## src/rtl/display_7seg_controller.sv

```systemverilog
// display_7seg_controller: bus-mapped eight-digit 7-segment display controller.
// Registers: DATA (0x0), CTRL (0x4, bit0 = decimal mode), STATUS (0x8, bit0 busy,
// bit1 overflow), 0xC reserved. In hex mode DATA drives the digits directly.
// Optional feature macro: DISPLAY_7SEG_DECIMAL_EN. When it is defined, a
// double-dabble converter turns DATA into ten BCD digits. The low eight digits
// are shown, and any nonzero upper digit sets overflow. When the macro is
// undefined, the display always mirrors DATA and the CTRL/STATUS bits read 0.
module display_7seg_controller (
  input  logic        clock,
  input  logic        reset,
  input  logic        write_enable,
  input  logic        read_enable,
  input  logic [3:0]  address,
  input  logic [31:0] write_data,
  input  logic [3:0]  write_mask,
  output logic [31:0] read_data,
  output logic [31:0] display_data,
  output logic        busy
);

  localparam logic [1:0] ADDR_DATA   = 2'd0;
  localparam logic [1:0] ADDR_CTRL   = 2'd1;
  localparam logic [1:0] ADDR_STATUS = 2'd2;

  logic [31:0] r_data;
  logic [31:0] r_display;
  logic [31:0] r_read_data;

  logic [1:0]  w_sel;
  logic        w_data_wr;
  logic        w_ctrl_wr;
  logic [31:0] w_data_merged;
  logic [31:0] w_read_mux;
  logic        w_mode;
  logic        w_overflow;
  logic        w_busy;
  logic        w_unused;

  // Only the word select matters; the byte offset bits are ignored.
  assign w_sel    = address[3:2];
  assign w_unused = ^address[1:0];

  // An all-zero byte mask is a no-op, so it is not treated as a DATA write.
  assign w_data_wr = write_enable && (w_sel == ADDR_DATA) && (write_mask != 4'b0000);
  assign w_ctrl_wr = write_enable && (w_sel == ADDR_CTRL) && write_mask[0];

  // Byte-wise merge of the incoming write over the current DATA value.
  always_comb begin
    // NOTE: every combinational output gets a default first so no path can leave it unassigned and infer a latch.
    w_data_merged = r_data;
    for (int b = 0; b < 4; b++) begin
      if (write_mask[b]) begin
        w_data_merged[8*b +: 8] = write_data[8*b +: 8];
      end
    end
  end

  // DATA register: updated on any DATA write with at least one enabled byte.
  always_ff @(posedge clock) begin
    // NOTE: state is updated with non-blocking assignments so every flop samples pre-edge values.
    if (reset) begin
      r_data <= '0;
    end else if (w_data_wr) begin
      r_data <= w_data_merged;
    end
  end

`ifdef DISPLAY_7SEG_DECIMAL_EN

  typedef enum logic [1:0] {
    ST_IDLE,
    ST_CONVERT,
    ST_COMMIT
  } state_t;

  state_t      r_state;
  state_t      w_state_next;
  logic        r_mode;
  logic        r_overflow;
  logic [31:0] r_shift;
  logic [39:0] r_bcd;
  logic [4:0]  r_count;

  logic        w_mode_set;
  logic        w_mode_clr;
  logic        w_start;
  logic [31:0] w_start_value;
  logic        w_load;
  logic        w_step;
  logic        w_commit;
  logic [39:0] w_bcd_adj;

  // Add 3 to every BCD digit that is 5 or more, ahead of the left shift.
  function automatic logic [39:0] bcd_adjust(input logic [39:0] v);
    logic [39:0] r;
    r = v;
    for (int i = 0; i < 10; i++) begin
      if (r[4*i +: 4] >= 4'd5) begin
        r[4*i +: 4] = r[4*i +: 4] + 4'd3;
      end
    end
    return r;
  endfunction

  assign w_mode_set = w_ctrl_wr && write_data[0] && !r_mode;
  assign w_mode_clr = w_ctrl_wr && !write_data[0] && r_mode;

  // A conversion starts on a DATA write in decimal mode or on entering decimal mode.
  assign w_start       = (w_data_wr && r_mode) || w_mode_set;
  assign w_start_value = w_data_wr ? w_data_merged : r_data;
  assign w_bcd_adj     = bcd_adjust(r_bcd);

  // FSM state register.
  always_ff @(posedge clock) begin
    if (reset) begin
      r_state <= ST_IDLE;
    end else begin
      r_state <= w_state_next;
    end
  end

  // Next-state and datapath strobes. Leaving decimal mode beats a restart, and a
  // restart beats the normal progression.
  always_comb begin
    w_state_next = r_state;
    w_load       = 1'b0;
    w_step       = 1'b0;
    w_commit     = 1'b0;
    if (w_mode_clr) begin
      w_state_next = ST_IDLE;
    end else if (w_start) begin
      w_state_next = ST_CONVERT;
      w_load       = 1'b1;
    end else begin
      case (r_state)
        ST_CONVERT: begin
          w_step = 1'b1;
          if (r_count == 5'd31) begin
            w_state_next = ST_COMMIT;
          end
        end
        ST_COMMIT: begin
          w_commit     = 1'b1;
          w_state_next = ST_IDLE;
        end
        default: begin
          w_state_next = r_state;
        end
      endcase
    end
  end

  // Converter datapath: load on start, then one double-dabble step per CONVERT cycle.
  always_ff @(posedge clock) begin
    if (reset) begin
      r_shift <= '0;
      r_bcd   <= '0;
      r_count <= '0;
    end else if (w_load) begin
      r_shift <= w_start_value;
      r_bcd   <= '0;
      r_count <= '0;
    end else if (w_step) begin
      r_shift <= {r_shift[30:0], 1'b0};
      r_bcd   <= {w_bcd_adj[38:0], r_shift[31]};
      r_count <= r_count + 5'd1;
    end
  end

  // Mode, overflow and the digits shown on the display.
  always_ff @(posedge clock) begin
    if (reset) begin
      r_mode     <= 1'b0;
      r_overflow <= 1'b0;
      r_display  <= '0;
    end else begin
      if (w_ctrl_wr) begin
        r_mode <= write_data[0];
      end
      if (w_mode_clr) begin
        r_overflow <= 1'b0;
        r_display  <= r_data;
      end else if (w_commit) begin
        r_overflow <= (r_bcd[39:32] != 8'd0);
        r_display  <= r_bcd[31:0];
      end else if (w_data_wr && !r_mode) begin
        r_display <= w_data_merged;
      end
    end
  end

  assign w_mode     = r_mode;
  assign w_overflow = r_overflow;
  assign w_busy     = (r_state != ST_IDLE);

`else

  // Hex-only build: the display mirrors every DATA write.
  always_ff @(posedge clock) begin
    if (reset) begin
      r_display <= '0;
    end else if (w_data_wr) begin
      r_display <= w_data_merged;
    end
  end

  assign w_mode     = 1'b0;
  assign w_overflow = 1'b0;
  assign w_busy     = 1'b0;

`endif

  // Register read selection, reflecting the state before the current edge.
  always_comb begin
    w_read_mux = '0;
    case (w_sel)
      ADDR_DATA:   w_read_mux = r_data;
      ADDR_CTRL:   w_read_mux = {31'd0, w_mode};
      ADDR_STATUS: w_read_mux = {30'd0, w_overflow, w_busy};
      default:     w_read_mux = '0;
    endcase
  end

  // Registered read port: returns zero on any cycle without a read strobe.
  always_ff @(posedge clock) begin
    if (reset) begin
      r_read_data <= '0;
    end else if (read_enable) begin
      r_read_data <= w_read_mux;
    end else begin
      r_read_data <= '0;
    end
  end

  assign read_data    = r_read_data;
  assign display_data = r_display;
  assign busy         = w_busy;

endmodule

```

## config.mk

```make
export PLATFORM = sky130hd
export DESIGN_NAME = display_7seg_controller
export DESIGN_NICKNAME = d
export VERILOG_FILES = /design/src/rtl/display_7seg_controller.sv
export SDC_FILE = /design/constraint.sdc
export NUM_CORES = 1
export LEC_CHECK = 0
export CAP_MARGIN = 15
export CORE_ASPECT_RATIO = 1.2
export CORE_MARGIN = 2
export CORE_UTILIZATION = 37
export DETAILED_ROUTE_END_ITERATION = 7
export GPL_ROUTABILITY_DRIVEN = 0
export HOLD_SLACK_MARGIN = 0.02
export PLACE_DENSITY_LB_ADDON = 0.1
export SLEW_MARGIN = 20
export SYNTH_ARGS = -nofsm -noshare
export SYNTH_HDL_FRONTEND = slang
export SYNTH_SLANG_ARGS = --single-unit
```

## constraint.sdc

```tcl
create_clock -name clock -period 0.8 [get_ports clock]
set_input_delay 0.08 -clock clock [delete_from_list [all_inputs] [get_ports clock]]
set_output_delay 0.08 -clock clock [all_outputs]
set_load 0.005 [all_outputs]
```

# Word-level counts from Yosys, hierarchy flattened
# Index checks and enable logic that the tools add are counted.
[totals]
wordCells = 20
reg_bits = 64
in_bits = 44
output_inout_bits = 65
[op_classes]
mux = 4
bitwise = 2
n_reduce_logical = 9
[ops]
columns = ["operator", "n"]
rows = [
  ["$mux W8", 4],
  ["$reduce_and A2 Y1", 4],
  ["$reduce_bool A4 Y1", 1],
  ["$reduce_or A3 Y1", 1],
  ["$logic_and A1 B1 Y1", 2],
  ["$logic_not A2 Y1", 1],
  ["$not A1 Y1", 2],
]

# Longest topological paths before layout
[depth]
depth_word = 4
ltp_mapped = 4
ltp_nobuf = 2

# Least setup slack after synthesis
# OpenSTA, ideal clock, no wires.
[synth_timing]
kind = "in2reg"
start = "input port address[3]"
end = "register r_read_data[0] (netlist: read_data[0])"
arrival_ns = 0.705
path_stages = 3
required_ns = 0.741
setup_time_ns = 0.059
setup_slack_ns = 0.036
n_path_buf = 1
cell_sequence = "nor4b_4 clkbuf_2 and2_1"
[synth_via]
elab_chain_cells = 3
[synth_lines]
columns = ["item", "line_no", "rtl"]
rows = [
  ["from (decl)", "13", "input logic [3:0] address,"],
  ["$logic_not A2 Y1", "216", "case (w_sel)"],
  ["$not A1 Y1 (no line)", "--", ""],
  ["$reduce_or A3 Y1 (no line)", "--", ""],
  ["to (signal assigned)", "229", "r_read_data <= w_read_mux;"],
  ["to (decl)", "27", "logic [31:0] r_read_data;"],
]
# No other way between the ends.
# A chain may end at the register's enable or synchronous reset.

# Final worst setup path
[layout_timing]
start = "register r_display[24] (netlist: display_data[24])"
end = "output port display_data[24]"
[layout_lines]
columns = ["item", "line_no", "rtl"]
rows = [
  ["from (decl)", "26", "logic [31:0] r_display;"],
  ["from (signal assigned)", "203", "r_display <= w_data_merged;"],
  ["to (decl)", "17", "output logic [31:0] display_data,"],
]
# No word-level cell between the ends.

==> summary.txt <==
Hold path
  – Worst Hold Depth: 4
  – Min-delay src: reset
  – Worst hold path endpoint: display_data[13]
  – Worst min-delay path category: primary input to register

Timing
  – Hold Fails Final Rpt: 0
  – # setup viols final: 64
  – Max Clock Skew: 0.000692 ns
  – Fin crit period: 0.848 ns
  – RSZ-0062 raised after global routing: true
  – FMAX: 1180 MHz
  – Fin crit share: 1.06
  – Fin. max-slew vios: 0
  – Post-route setup slack: -0.0482 ns

Flow run
  – Max-capacitance violation count: 0

Floorplanning
  – Initial Util: 0.375
  – Die Y-Extent: just over 90 um
  – Core area: 6330 um2
  – Die area: between 7000 and 8000 um2
  – Row cnt: 32
  – Die width: 77.1 um
  – Top-level port count: between 100 and 150

CTS
  – Clk Latency, worst-skew pair: 0.32 ns
  – Reg clk slew, reported paths: about 0.070 ns
  – H-tree depth: 3
  – Root Driver: clkbuf_8
  – Clock Tree Buf Depth: 2
  – Num CTS Buffers: 9
  – Clock sink total: 64
  – TritonCTS clock tree: done

Worst setup path
  – Worst path bufs/invs: 1
  – R2r worst-path depth: 3
  – Largest stage delay, worst path: 0.33 ns
  – Worst Path Arrival: 0.77 ns
  – Top Family by Delay on Critical Path: flip-flops
  – WP data required: 0.72 ns
  – Setup CP Type: register to output port
  – Crit path launch: display_data[24]
  – R2R Path End: display_data[20]
  – CP max stage cell: dfxtp_2
  – R2r startpoint: display_data[20]
  – Critical path cell sequence: buf_2
  – Worst reg2reg setup slack: around 0.1 ns
  – Crit path capture type: output port
  – Critical Path Fanout Max: 3
  – Critical Path Source Type: register

GRT
  – Vias in the first global route: 1850
  – Global-route usage over all layers: 0.164
  – Initial antenna violation count: 0
  – Largest net degree at the start of global routing: 35
  – GR Overflow Total: 0
  – First-pass GRT wire length: 8.92 mm

Synth
  – Cell Area, Synth: 2370 um2
  – Syn Nets: 257
  – Yosys reg bits: 64
  – Yosys top cell area share: 0.540
  – Ys Warns: 0
  – Synth area leaders: dfxtp_1, nand2b_1, mux2i_1, and2_1, and4bb_2
  – Mapped Cells: 213
  – Post-synthesis sequential area ratio: 0.540
  – Largest area contributor in the netlist: dfxtp_1
  – Distinct cell type count of the synthesized netlist: 12
  – Syn Area/Cell: 11.1 um2

Status
  – Status: complete, but fails checks
  – Failing checks: negative setup slack

Pwr
  – Combinational power share: 0.089
  – Max IR drop VDD: 0.000879 V
  – Internal power: 0.00495 W
  – Sequential share of power: 0.522
  – Pleak: about 1.7 nW
  – Clock network fraction of total power: 0.390
  – Power per cell area: 1660 nW/um2
  – Total power: 0.00624 W
  – NetSw: ~0.0013 W
  – Net Sw Frac: 0.206

Placement
  – # port buffers: roughly 110
  – Setup WS pre-CTS: -0.587 ns
  – Placed cell area: 3730 um2
  – Dpl hpwl: 3.76 mm

Drt
  – # DRC: 0
  – Drt pass-1 iters: 4
  – Max Used Layer: met4
  – Drt wl/cell: 12.6 um
  – Routed WL: between 5 and 6 mm
  – Antenna-violating nets left: 0
  – Initial DRC Count: 56
  – Vias per cell: 4.22
  – Met2 wire len: 2.64 mm
  – Metal3 WL: between 400 and 500 um
  – M1 WL: about 2.4 mm
  – Via Count: 1860

Finish
  – Most frequent cells in the layout: nand2b_1, buf_2, dfxtp_2
  – Most common cell after layout, fill and taps aside: nand2b_1
  – Antenna cells: 0
  – Nets@finish: 397
  – Fillcell total: about 600
  – P&R area growth vs syn: 58.1%
  – Register area: 1330 um2
  – Footprint of the multi-input gates: 1000 um2
  – Layout cells sized above 1: 0.469
  – Post-layout instance area: 3750 um2
==> synth_stat cells <==
master and n:
clkbuf_1 6, buf_4 1, nand2b_1 64, nor4b_4 1, buf_2 1, conb_1 1, dfxtp_1 64, buf_6 4
clkbuf_2 3, and4bb_2 4, and2_1 32, mux2i_1 32
==> registers in the layout, summed over array words and instances (netlist names) <==
name          count
display_data     32
read_data        32
==> through the flow <==
step	utilization	hold slack [ns]	cells	setup TNS, ns
2_1_floorplan	-	0.235	213	0
3_3_place_gp	0.590	0.470	421	-39.59
3_5_place_dp	0.590	0.475	421	-41.28
4_1_cts	0.589	0.217	442	-2.97
5_1_grt	0.594	0.240	441	-4.12
6_report	0.594	0.227	441	-1.53
==> worst max-delay path by stage <==
stage / to / depth (start not counted) / slack [ns]
floorplan: read_data[0] / 3 / 0.04
global placement: read_data[4] / 4 / -0.56
detailed placement: read_data[18] / 4 / -0.59
CTS: display_data[27] / 1 / -0.07
global route: display_data[21] / 1 / -0.10
finish: display_data[24] / 1 / -0.05
==> cells by family after synthesis <==
group                  share of synthesized area
buffers and inverters                     0.0400
flip-flops                                 0.540
other                                    0.00158
AND/OR/NAND/NOR                            0.284
multiplexers                               0.135
==> timing repair <==
item | in CTS | in global routing
setup endpoints to repair | 128 | 89
pin swaps | 3 | 1
buffers inserted | 5 | 0
gates cloned | 2 | 0
resized for setup | 321 | 14
hold buffers | 0 | 0
==> power groups by stage <==
stage          clock, W  combinational [W]  sequential (W)
2_1_floorplan         0           0.000203         0.00332
3_3_place_gp          0           0.000581         0.00332
3_5_place_dp          0           0.000581         0.00332
4_1_cts         0.00250           0.000559         0.00325
5_1_grt         0.00265           0.000601         0.00326
6_report        0.00243           0.000552         0.00325
==> area by class of cell <==
cell class              count  area share
flip-flops and latches     64       0.355
well taps                  85      0.0283
multi-input cells         134       0.267
repair buffers            144       0.303
clock buffers              14      0.0460
==> metal layers <==
metal,global-route usage,vias to the layer above
met4,0.0685,0
met1,0.194,828
met3,0.0699,8
met5,0,-
li1,-,950
met2,0.260,74
Power figures use the tool's default switching activity.
